<file path="src/rtl/entry_park_pkg.sv">
// Shared constants for the parking-slot allocator.
package entry_park_pkg;
    localparam int SLOTS_DEFAULT = 8;
    localparam int IDX_W_DEFAULT = 3;
endpackage

</file>
<file path="src/rtl/free_slot_finder.sv">
// Combinational priority encoder: lowest-index zero bit of the occupancy map.
module free_slot_finder
    import entry_park_pkg::*;
#(
    parameter int SLOTS = SLOTS_DEFAULT,
    parameter int IDX_W = IDX_W_DEFAULT
) (
    input  logic [SLOTS-1:0] occupancy,
    output logic [IDX_W-1:0] free_idx,
    output logic             found
);
    // Scan high to low so the last hit, the lowest free slot, wins.
    always_comb begin
        free_idx = '0;
        found    = 1'b0;
        for (int i = SLOTS - 1; i >= 0; i--) begin
            if (!occupancy[i]) begin
                free_idx = IDX_W'(i);
                found    = 1'b1;
            end
        end
    end
endmodule

</file>
<file path="src/rtl/entry_park.sv">
// Gate-entry slot allocator: assigns the lowest free slot on each entry
// rising edge and reports registered occupancy status.
module entry_park
    import entry_park_pkg::*;
#(
    parameter int SLOTS = SLOTS_DEFAULT,
    parameter int IDX_W = IDX_W_DEFAULT
) (
    input  logic             clk,
    input  logic             rst_n,
    input  logic             entry,
    input  logic [SLOTS-1:0] parking_capacity,
    output logic [IDX_W-1:0] park_number,
    output logic             park_valid,
    output logic             park_full,
    output logic [IDX_W:0]   free_count
);
    logic             entry_q, entry_d;
    logic [IDX_W-1:0] park_number_q, park_number_d;
    logic             park_valid_q, park_valid_d;
    logic             park_full_q, park_full_d;
    logic [IDX_W:0]   free_count_q, free_count_d;

    logic             req;
    logic [IDX_W-1:0] free_idx;
    logic             found;
    logic [IDX_W:0]   zeros;

    free_slot_finder #(
        .SLOTS (SLOTS),
        .IDX_W (IDX_W)
    ) u_finder (
        .occupancy (parking_capacity),
        .free_idx  (free_idx),
        .found     (found)
    );

    assign req = entry && !entry_q;

    always_comb begin
        zeros = '0;
        for (int i = 0; i < SLOTS; i++) begin
            zeros = zeros + {{IDX_W{1'b0}}, ~parking_capacity[i]};
        end
    end

    always_comb begin
        entry_d       = entry;
        park_valid_d  = req && found;
        park_number_d = (req && found) ? free_idx : park_number_q;
        park_full_d   = &parking_capacity;
        free_count_d  = zeros;
    end

    // Clearing entry_q in reset makes an entry held across release a fresh edge.
    always_ff @(posedge clk) begin
        if (!rst_n) begin
            entry_q       <= 1'b0;
            park_number_q <= '0;
            park_valid_q  <= 1'b0;
            park_full_q   <= 1'b0;
            free_count_q  <= '0;
        end else begin
            entry_q       <= entry_d;
            park_number_q <= park_number_d;
            park_valid_q  <= park_valid_d;
            park_full_q   <= park_full_d;
            free_count_q  <= free_count_d;
        end
    end

    assign park_number = park_number_q;
    assign park_valid  = park_valid_q;
    assign park_full   = park_full_q;
    assign free_count  = free_count_q;
endmodule

</file>
<file path="config.mk">
export PLATFORM = sky130hd
export DESIGN_NAME = entry_park
export DESIGN_NICKNAME = d
export VERILOG_FILES = /design/src/rtl/entry_park_pkg.sv /design/src/rtl/free_slot_finder.sv /design/src/rtl/entry_park.sv
export SDC_FILE = /design/constraint.sdc
export NUM_CORES = 1
export LEC_CHECK = 0
export BUFFER_PORTS_ARGS = -buffer_cell sky130_fd_sc_hd__buf_4
export CAP_MARGIN = 30
export CORE_MARGIN = 1.5
export CORE_UTILIZATION = 41
export DETAILED_ROUTE_END_ITERATION = 10
export GPL_ROUTABILITY_DRIVEN = 0
export PLACE_DENSITY = 0.77
export SETUP_SLACK_MARGIN = 0.5
export SLEW_MARGIN = 40
export SYNTH_ARGS = -nofsm -noshare
export SYNTH_HDL_FRONTEND = slang
export SYNTH_SLANG_ARGS = --single-unit
</file>
<file path="constraint.sdc">
create_clock -name clk -period 2.5 [get_ports clk]
set_input_delay 0.125 -clock clk [delete_from_list [all_inputs] [get_ports clk]]
set_output_delay 0.125 -clock clk [all_outputs]
set_load 0.05 [all_outputs]
</file>
**Word level (Yosys, flattened, before mapping)**

Cells that the tools add are included.

- Input bits: 11
- Register bits: 10
- Output and inout bits: 9
- Word-level logic and storage cells: 40

- Bitwise gates (word level): 8
- Reductions and logical operators: 4
- Muxes and demuxes: 16
- Add/sub/neg operators: 7

Operator list:

| operator | count |
|---|---|
| $mux W3 | 8 |
| $add A4 B1 Y4 | 4 |
| $mux W1 | 8 |
| $not A1 Y1 | 8 |
| $reduce_and A8 Y1 | 1 |
| $add A3 B1 Y4 | 1 |
| $add A2 B1 Y3 | 1 |
| $add A1 B1 Y2 | 1 |
| $logic_and A1 B1 Y1 | 2 |
| $logic_not A1 Y1 | 1 |

**Longest topological paths before layout**

Gate-level depths: netlist of run 1.

- Depth after elaboration: 9
- Depth in mapped cells: 9
- Mapped depth without buffers: 9

**By module**

Synthesis of run 1 repeated with hierarchy kept, for this count alone.

- Cell total of the unflattened synthesis: 65
- Area, all modules: 580.6 um2

Modules (own cells, without submodules):

| module | cells an instance | seq. area each (um2) | area each (um2) | times used |
|---|---|---|---|---|
| entry_park | 51 | 200.2 | 503.0 | 1 |
| free_slot_finder | 14 | 0.0 | 77.6 | 1 |

**Least setup slack after synthesis of run 1**

Ideal clock, no wire load.

- Path kind: input port to flip-flop
- From: input port parking_capacity[0]
- To: register free_count_q[2], in the netlist free_count[2]
- Required time: 2384 ps
- Buffers on the path: 0
- Slack: 23 ps
- Setup time: 116 ps
- Arrival: 2361 ps
- Cell stages on the path: 9
- Cell sequence: fa_1 -> inv_1 -> fa_1 -> fa_1 -> ha_1 -> inv_1 -> fa_1 -> xor2_1 -> nor2_1

- Longest elaborated chain between the ends: 8

RTL lines:

| element | line | text |
|---|---|---|
| start, declared | entry_park.sv:12 | `input logic [SLOTS-1:0] parking_capacity,` |
| $not A1 Y1 | entry_park.sv:43 | `zeros = zeros + {{IDX_W{1'b0}}, ~parking_capacity[i]};` |
| $add A1 B1 Y2 | entry_park.sv:43 |  |
| $add A2 B1 Y3 | entry_park.sv:43 |  |
| $add A3 B1 Y4 | entry_park.sv:43 |  |
| $add A4 B1 Y4 (4 in series) | entry_park.sv:43 |  |
| end signal, assigned | entry_park.sv:68 | `free_count_q <= free_count_d;` |
| end, declared | entry_park.sv:22 | `logic [IDX_W:0] free_count_q, free_count_d;` |

No other way between the ends.
A chain may end at the register's enable or synchronous reset.

**Worst setup path after layout of run 1**

Same ends and word-level chain as after synthesis.

==> results of run 1 <==
## cells by family after synthesis
logic type / Yosys count / share of synthesized area, %
DFF: 10 / 37.30
and+or+nand+nor: 17 / 15.38
buffers and inverters: 11 / 7.692
adders and majority gates: 7 / 21.91
AOI/OAI and AO/OA: 11 / 16.09
xor gates and xnor gates: 1 / 1.632
## placed cells by master (no fill, tap or decap), types with 2 or more instances in the layout
master    netlist  layout
ha_1            3       2
buf_6           0       2
inv_1          11       9
fa_1            4       4
clkbuf_4        0       3
buf_4           0      23
dfxtp_1        10      10
inv_2           0       2
nand4_1         2       2
nor2_1          6       6
nand2_1         3       3
## worst min-delay path by stage
stage               slack [ns]  startpoint  cells after the start      end
finish                    0.07       entry                      2  entry_q
global route              0.07       entry                      2  entry_q
CTS                       0.08       entry                      2  entry_q
detailed placement        0.34       entry                      2  entry_q
global placement          0.34       entry                      2  entry_q
floorplan                 0.25       entry                      1  entry_q
## per-stage QoR
stage / instances / total power [mW]
global route: 100 / 0.5744
detailed placement: 94 / 0.3726
floorplan: 57 / 0.3092
finish: 100 / 0.5457
CTS: 99 / 0.5247
global placement: 94 / 0.3691
## power groups by stage
stage | clock (mW) | combinational (mW) | sequential [mW]
floorplan | 0 | 0.0660 | 0.243
global placement | 0 | 0.185 | 0.184
detailed placement | 0 | 0.188 | 0.184
CTS | 0.143 | 0.201 | 0.181
global route | 0.154 | 0.238 | 0.182
finish | 0.144 | 0.221 | 0.181
## sequential cells by signal, indices dropped and copies added, names as in the netlist
signal / flops
park_full: 1
free_count: 4
park_number: 3
park_valid: 1
entry_q: 1
## final cells by class
class | instances | area share [%]
well taps | 14 | 2.177
flip-flops and latches | 10 | 24.88
inverters | 11 | 5.132
clock buffers | 4 | 4.510
multi-input cells | 36 | 39.04
repair buffers | 25 | 24.26
## per-layer routing
metal / track usage, % / vias up / wire length [microns]
met1: 17.96 / 227 / 455
met4: 5.172 / 0 / 12
met3: 4.046 / 2 / 56
met5: 0 / - / 0
li1: - / 245 / -
met2: 27.50 / 18 / 501
## timing repair
action / 4_1_cts / 5_1_grt
pin swaps: 1 / 2
cloned: 0 / 0
endpoints found under the setup margin: 3 / 4
gates resized for setup: 4 / 4
setup buffers: 1 / 1
==> summary.md, run 1 <==
| Metric | Value |
|---|---|
| Cell family with most CP delay | adder cells |
| Max clock buf depth | 2 |
| Share of layout cells above drive strength 1 | 43.02% |
| Crit. path cell count | 10 |
| Post-Synthesis Net Count | 75 |
| Worst Skew | ~0.00017 ns |
| Crit path kind | input pin to register |
| GRT overflow | 0 |
| Reg2reg end | park_number[2] |
| GRT Total Usage | 15.61% |
| Fillers | 95 |
| Core Util, Final | 69.59% |
| Fin nets | 105 |
| Unrepaired setup endpoints after global routing | true |
| Period utilisation layout | 95.07% |
| Die area | 1535 sq um |
| CP arrival | 2.53 ns |
| Antenna violations before repair | 0 |
| Worst hold path type | input pin to register |
| Die height | 39.18 microns |
| Max-cap violations | 0 |
| Post-synthesis async set-or-reset flop share | 0% |
| Final WS setup | 0.1233 ns |
| Main flop type after synthesis | dfxtp_1 |
| Synthesis-to-layout area growth | 49.88% |
| Total number of vias | 492 |
| Clock power share | 26.4% |
| Crit-path cells | buf_6 -> fa_1 -> inv_2 -> fa_1 -> fa_1 -> ha_4 -> inv_2 -> fa_1 -> xor2_1 -> nor2_1 |
| Dpl ws | -0.1646 ns |
| Seq/Total Area, Yosys | 37.30% |
| Hold-fix buffers, CTS | 0 |
| Worst setup path endpoint | free_count[2] |
| Critical Path Source | parking_capacity[0] |
| Seq pwr share | 33.1% |
| Vias/cell | 4.920 |
| First-pass GRT wire length | between 1500 and 2000 microns |
| Leak Pwr | 0.3971 nW |
| Final hold violation count | 0 |
| Dpl cell area | between 700 and 800 sq um |
| Vias in the first global route | 403 |
| Syn Inst Count | 57 |
| Routed len/inst | 10.26 microns |
| R2R Setup Slk | 1.46 ns |
| Clock tree from TritonCTS | done |
| Antenna fix cells | 0 |
| Antenna Nets Post-Route | 0 |
| Cts bufs inserted | 3 |
| CP Max Fanout | 2 |
| CP max-delay cell | fa_1 |
| Worst-path clk slew | 0.07 ns |
| Clock latency on the worst-skew pair | around 0.26 ns |
| CORE AREA | 1156 sq um |
| Setup crit end kind | register |
| Minimum clock period | 2.377 ns |
| First-pass detailed-route iteration total | 5 |
| Endpoints failing setup | 0 |
| Htree depth | 1 |
| Setup TNS Final | 0 ns |
| Sequential cell area | about 200 sq um |
| Post-synthesis cell area | 536.8 sq um |
| DRC | 0 |
| Root Driver | clkbuf_4 |
| Post-synth EDFFs | 0 |
| Horiz. Die Dim | 39.18 microns |
| Worst path bufs/invs | 3 |
| Most frequent cells after synthesis | inv_1, dfxtp_1, nor2_1, fa_1 |
| Syn_area_per_cell | 9.417 sq um |
| Initial Util | 46.43% |
| P_int | between 300 and 400 uW |
| Worst-Margin Slew | 0.2045 ns |
| Synth top area cells | dfxtp_1, fa_1, inv_1 |
| Largest net degree at the start of global routing | 9 |
| Seq cells post-synth | 10 |
| Leading area contributor after synthesis | dfxtp_1 |
| Pins Over Slew Limit | 0 |
| Hold WS | approximately 0.073 ns |
| Most frequent cell after synthesis | inv_1 |
| Synth unique cells | 23 |
| Relative slew slack | 86.22% |
| RR Startpoint | entry_q |
| Ys Warns | 0 |
| Cell Pwr Density | 678.2 nW/um^2 |
| Sw frac | between 30% and 40% |
| I/O pin cnt | 20 |
| Multi-input logic area | 314.1 sq um |
| CP max stage delay | roughly 0.54 ns |
| Post-Route WL | 1026 microns |
| CP required | 2.65 ns |
| Status | finished, final reports clean |
| Fmax | 0.4208 GHz |
| I/O Buffers | 19 |
| Cell mode on critical path | fa_1 |
| P_sw | 185.4 uW |
| Post-DP HPWL | ~800 microns |
| Initial DRC count | 10 |
| Post-synth top area share | a little under two fifths |
| Crit start category | input pin |
| Worst R2R Path Depth | 4 |
| Combinational Power Share | 40.5% |
| Peak VDD IR | 0.3263 mV |
| CTS sink cnt | 10 |
| Rows | 12 |
| Post-route cell area | 804.5 sq um |
No activity file was read; power rests on OpenSTA's default activity.
==> inputs of run 2 (changes only) <==
--- a/config.mk
+++ b/config.mk
@@ -12,6 +12,7 @@
 export DETAILED_ROUTE_END_ITERATION = 10
 export GPL_ROUTABILITY_DRIVEN = 0
 export PLACE_DENSITY = 0.77
+export RECOVER_POWER = 50
 export SETUP_SLACK_MARGIN = 0.5
 export SLEW_MARGIN = 40
 export SYNTH_ARGS = -nofsm -noshare
==> summary.md, run 2 (synthesized netlist as in run 1, its figures left out) <==
| Metric | Value |
|---|---|
| Status | finished, final reports clean |
| Synthesis-to-layout area growth | 44.29% |
| I/O pin cnt | 20 (unchanged) |
| Max clock buf depth | 2 (unchanged) |
| Worst R2R Path Depth | 4 (unchanged) |
| Crit path kind | input pin to register |
| Combinational Power Share | 38.9% (-1.6 points) |
| Antenna violations before repair | 0 (unchanged) |
| Core Util, Final | 66.99% (-2.6 points) |
| Die height | 39.18 microns (unchanged) |
| Cts bufs inserted | 3 (unchanged) |
| WHS Endpoint | entry_q |
| Clock latency on the worst-skew pair | 0.26 ns (about the same) |
| Cell Pwr Density | 685.2 nW/um^2 (+1.0%) |
| Placed cells | 94 (unchanged) |
| Worst hold path type | input pin to register |
| Largest register FFs | 4 (unchanged) |
| CORE AREA | 1156 sq um (unchanged) |
| Pins Over Slew Limit | 0 (unchanged) |
| Endpoints failing setup | 0 (unchanged) |
| CP arrival | 2.52 ns (about the same) |
| GRT Total Usage | 15.61% (unchanged) |
| Routed len/inst | 10.25 microns (about the same) |
| Sequential cell area | 200.2 sq um (unchanged) |
| Sw frac | 34.83% (+0.85 points) |
| P_sw | 184.8 uW (-0.30%) |
| Unrepaired setup endpoints after global routing | true |
| Rows | 12 (unchanged) |
| Horiz. Die Dim | 39.18 microns (unchanged) |
| Overall power | 530.7 uW (-2.7%) |
| Final WS setup | 0.1292 ns (+0.005854 ns) |
| Fmax | 0.4218 GHz (+0.25%) |
| Initial DRC count | 9 (-1) |
| Dpl ws | -0.1646 ns (unchanged) |
| Vias/cell | 4.890 (-0.61%) |
| First-pass GRT wire length | 1587 microns (unchanged) |
| Setup TNS Final | 0 ns (unchanged) |
| Dpl cell area | 726.9 sq um (unchanged) |
| Initial Util | 46.43% (unchanged) |
| Root Driver | clkbuf_4 |
| Worst-Margin Slew | 0.5951 ns (+0.3906 ns) |
| Most common cell after layout, fill and taps aside | buf_4 |
| Leak Pwr | 0.3669 nW (-7.6%) |
| Relative slew slack | 60.49% (-26 points) |
| Post-DP HPWL | 795.5 microns (unchanged) |
| Final hold violation count | 0 (unchanged) |
| Multi-input logic area | 310.3 sq um (-1.2%) |
| Hold path cells | 2 (unchanged) |
| Period utilisation layout | 94.83% (-0.23 points) |
| Most frequent cells in the layout | buf_4, dfxtp_1, inv_1 |
| Total number of vias | 489 (-0.61%) |
| P_int | 345.9 uW (-4.0%) |
| RR Startpoint | entry_q |
| CTS sink cnt | 10 (unchanged) |
| HP Start | entry |
| Post-Route WL | 1025 microns (about the same) |
| I/O Buffers | 19 (unchanged) |
| Reg2reg end | park_number[2] |
| Setup crit end kind | register |
| Max-cap violations | 0 (unchanged) |
| Antenna Nets Post-Route | 0 (unchanged) |
| Die area | 1535 sq um (unchanged) |
| Peak VDD IR | 0.3255 mV (-0.23%) |
| Largest net degree at the start of global routing | 9 (unchanged) |
| Crit start category | input pin |
| Clock tree from TritonCTS | done |
| R2R Setup Slk | 1.45 ns (about the same) |
| Clock power share | 27.2% (+0.8 points) |
| DRC | 0 (unchanged) |
| Vias in the first global route | 403 (unchanged) |
| Final non-filler cell total | 100 (unchanged) |
| Worst Skew | 0.0001459 ns (-0.00002795 ns) |
| Seq pwr share | 34.0% (+0.9 points) |
| CP required | 2.65 ns (about the same) |
| Htree depth | 1 (unchanged) |
| GRT overflow | 0 (unchanged) |
| Antenna fix cells | 0 (unchanged) |
| Share of layout cells above drive strength 1 | 33.72% (-9.3 points) |
| First-pass detailed-route iteration total | 7 (+2) |
| CP Max Fanout | 2 (unchanged) |
| Fillers | 105 (+11%) |
| Minimum clock period | 2.371 ns (-0.005854 ns) |
| Fin nets | 105 (unchanged) |
| Hold WS | 0.07169 ns (-0.001386 ns) |
| Post-route cell area | 774.5 sq um (-3.7%) |
| Worst-path clk slew | 0.07 ns (about the same) |
run 2: metal layers:
| layer | track usage (%) | part of all wire (%) | up-vias |
|---|---|---|---|
| met4 | 5.172 | 1.2 | 0 |
| met2 | 27.50 | 48 | 20 |
| met1 | 17.96 | 44 | 220 |
| met3 | 4.046 | 6.6 | 2 |
| met5 | 0 | 0 | - |
| li1 | - | - | 247 |
run 2: cell type report:
type                            count  share of cell area, %
Clock buffer                        4                  4.685
Inverter                           11                  5.331
Multi-Input combinational cell     36                  40.06
Sequential cell                    10                  25.85
Tap cell                           14                  2.262
Timing Repair Buffer               25                  21.81
run 2: how the worst max path moves through the flow:
| stage | start | slack, ns | cells after the start | end |
|---|---|---|---|---|
| final | parking_capacity[0] | 0.13 | 10 | free_count[2] |
| after global routing | parking_capacity[0] | 0.02 | 10 | free_count[2] |
| after CTS | parking_capacity[0] | 0.13 | 10 | free_count[2] |
| after detailed placement | parking_capacity[0] | -0.16 | 10 | free_count[2] |
| after global placement | parking_capacity[0] | -0.11 | 10 | free_count[2] |
| after floorplan | parking_capacity[0] | 0.04 | 9 | free_count[2] |
run 2: power by group through the flow:
stage | sequential [mW] | clock [mW] | combinational, mW
after floorplan | 0.243 | 0 | 0.0660
after global placement | 0.184 | 0 | 0.185
after detailed placement | 0.184 | 0 | 0.188
after CTS | 0.181 | 0.143 | 0.201
after global routing | 0.182 | 0.154 | 0.224
final | 0.180 | 0.144 | 0.206
run 2: timing repair:
action	4_1_cts	5_1_grt
endpoints found under the hold margin	0	0
hold buffers	0	0
buffers inserted	1	1
cloned	0	0
resized for setup	4	4
endpoints found under the setup margin	3	4
pin swaps	1	2
run 2: critical path, stage by stage:
cell and delay (ns):
buf_6 0.10, fa_1 0.54, inv_2 0.04, fa_1 0.45, fa_1 0.54, ha_4 0.15
inv_2 0.03, fa_1 0.36, xor2_1 0.14, nor2_1 0.05
==> inputs of run 3 (changes only) <==
--- a/config.mk
+++ b/config.mk
@@ -7,7 +7,7 @@
 export LEC_CHECK = 0
 export BUFFER_PORTS_ARGS = -buffer_cell sky130_fd_sc_hd__buf_4
 export CAP_MARGIN = 30
-export CORE_MARGIN = 1.5
+export CORE_MARGIN = 2
 export CORE_UTILIZATION = 41
 export DETAILED_ROUTE_END_ITERATION = 10
 export GPL_ROUTABILITY_DRIVEN = 0
==> summary.md, run 3 (synthesized netlist as in run 1, its figures left out) <==
| Metric | Value |
|---|---|
| Antenna fix cells | 0 (unchanged) |
| Most common cell after layout, fill and taps aside | buf_4 |
| DRC | 0 (unchanged) |
| GRT Total Usage | 16.76% (+1.2 points) |
| CP required | 2.65 ns (about the same) |
| First-pass detailed-route iteration total | 2 (-5) |
| Worst-path clk slew | 0.06 ns (about the same) |
| Clock tree from TritonCTS | done |
| CP Max Fanout | 2 (unchanged) |
| Synthesis-to-layout area growth | 39.39% |
| Die area | 1614 sq um (+5.2%) |
| Horiz. Die Dim | 40.18 microns (+2.6%) |
| Crit-path cells | buf_8 -> fa_1 -> inv_1 -> fa_1 -> fa_1 -> ha_2 -> inv_2 -> fa_2 -> nor2_1 |
| Cts bufs inserted | 3 (unchanged) |
| Crit path kind | input pin to register |
| Period utilisation layout | 93.60% (-1.2 points) |
| Setup crit end kind | register |
| Hold WS | 0.08559 ns (+0.01390 ns) |
| Largest net degree at the start of global routing | 9 (unchanged) |
| Cell Pwr Density | 636.8 nW/um^2 (-7.1%) |
| Peak VDD IR | 0.2450 mV (-25%) |
| Multi-input logic area | 304.0 sq um (-2.0%) |
| Die height | 40.18 microns (+2.6%) |
| Sequential cell area | 200.2 sq um (unchanged) |
| Antenna violations before repair | 0 (unchanged) |
| Most frequent cells in the layout | buf_4, inv_1, dfxtp_1 |
| Overall power | 476.4 uW (-10%) |
| Fillers | 144 (+37%) |
| Initial DRC count | 7 (-2) |
| Endpoints failing setup | 0 (unchanged) |
| Final hold violation count | 0 (unchanged) |
| I/O Buffers | 19 (unchanged) |
| Leak Pwr | 0.3510 nW (-4.3%) |
| Share of layout cells above drive strength 1 | 30.95% (-2.8 points) |
| Reg2reg end | park_number[2] |
| Status | finished, final reports clean |
| Fin nets | 104 (-0.95%) |
| CP max-delay cell | fa_1 |
| CP max stage delay | 0.52 ns (-0.02 ns) |
| GRT overflow | 0 (unchanged) |
| Htree depth | 1 (unchanged) |
| Pins Over Slew Limit | 0 (unchanged) |
| Clock latency on the worst-skew pair | 0.26 ns (about the same) |
| Post-Route WL | 1059 microns (+3.3%) |
| Rows | 13 (+1) |
| Worst hold path type | input pin to register |
| CORE AREA | 1269 sq um (+9.7%) |
| Worst-Margin Slew | 0.5979 ns (+0.002729 ns) |
| Initial Util | 42.31% (-4.1 points) |
| Crit start category | input pin |
| Largest register FFs | 4 (unchanged) |
| Worst R2R Path Depth | 4 (unchanged) |
| Vias in the first global route | 447 (+11%) |
| Max-cap violations | 0 (unchanged) |
| Antenna Nets Post-Route | 0 (unchanged) |
| Routed len/inst | 10.70 microns (+4.4%) |
| Max clock buf depth | 2 (unchanged) |
| Cell mode on critical path | fa_1 |
| Crit. path cell count | 9 (-1) |
| Dpl ws | -0.1573 ns (+0.007253 ns) |
| CP arrival | 2.49 ns (-0.03 ns) |
| Unrepaired setup endpoints after global routing | true |
| Total number of vias | 464 (-5.1%) |
| Hold-fix buffers, CTS | 0 (unchanged) |
| Root Driver | clkbuf_4 |
| R2R Setup Slk | 1.46 ns (about the same) |
| First-pass GRT wire length | 1745 microns (+10%) |
| RR Startpoint | entry_q |
| Fmax | 0.4274 GHz (+1.3%) |
| Critical Path Source | parking_capacity[0] |
| Vias/cell | 4.687 (-4.2%) |
| Minimum clock period | 2.340 ns (-0.03094 ns) |
| Post-DP HPWL | 876.5 microns (+10%) |
| Worst Skew | 0.004635 ns (+0.004489 ns) |
| Final WS setup | 0.1601 ns (+0.03094 ns) |
| Cell family with most CP delay | adder cells |
| CTS sink cnt | 10 (unchanged) |
| Relative slew slack | 60.31% (-0.18 points) |
| I/O pin cnt | 20 (unchanged) |
| Worst setup path endpoint | free_count[1] |
| Worst path bufs/invs | 3 (unchanged) |
run 3: cell types whose count changed in the layout (fill, tap and decap cells not counted), sizes merged:
cell / previous run / this run
buf: 18 / 16
run 3: power breakdown:
group | switching (mW) | internal [mW] | leakage, nW
registers | 0.00395 | 0.177 | 0.0821
logic | 0.121 | 0.0699 | 0.255
clock network | 0.0499 | 0.0554 | 0.0138
total | 0.175 | 0.302 | 0.351
run 3: how the worst min path moves through the flow:
stage / from / end / slack [ns] / depth (start not counted)
final: entry / entry_q / 0.09 / 2
after global routing: entry / entry_q / 0.1 / 2
after CTS: entry / entry_q / 0.07 / 2
after detailed placement: entry / entry_q / 0.34 / 2
after global placement: entry / entry_q / 0.34 / 2
after floorplan: entry / entry_q / 0.25 / 1
run 3: per-layer routing:
metal / vias up / track usage [%] / routed length [microns]
met5: - / 0 / 0
met4: 0 / 12.50 / 19
met3: 2 / 3.333 / 77
met2: 16 / 25.00 / 484
met1: 201 / 21.16 / 478
li1: 245 / - / -
run 3: final cells by class:
cell class	instances	area share (%)
Clock buffer	3	3.010
Inverter	11	5.518
Multi-Input combinational cell	36	40.64
Sequential cell	10	26.76
Tap cell	15	2.508
Timing Repair Buffer	24	21.57
run 3: per-stage QoR:
step / std cells / TNS, ns / area [sq um] / util (%)
finish: 99 / 0 / 748.2 / 58.97
global route: 99 / 0 / 748.2 / 58.97
CTS: 99 / 0 / 778.2 / 61.34
detailed placement: 94 / -0.2565 / 720.7 / 56.80
global placement: 94 / -0.2270 / 720.7 / 56.80
floorplan: 57 / 0 / 536.8 / -
run 3: repair_timing:
item                       in CTS  in global routing
setup buffers                   2                  0
pin swaps                       2                  0
setup endpoints to repair       3                  3
gates cloned                    0                  0
resized for setup               7                  0
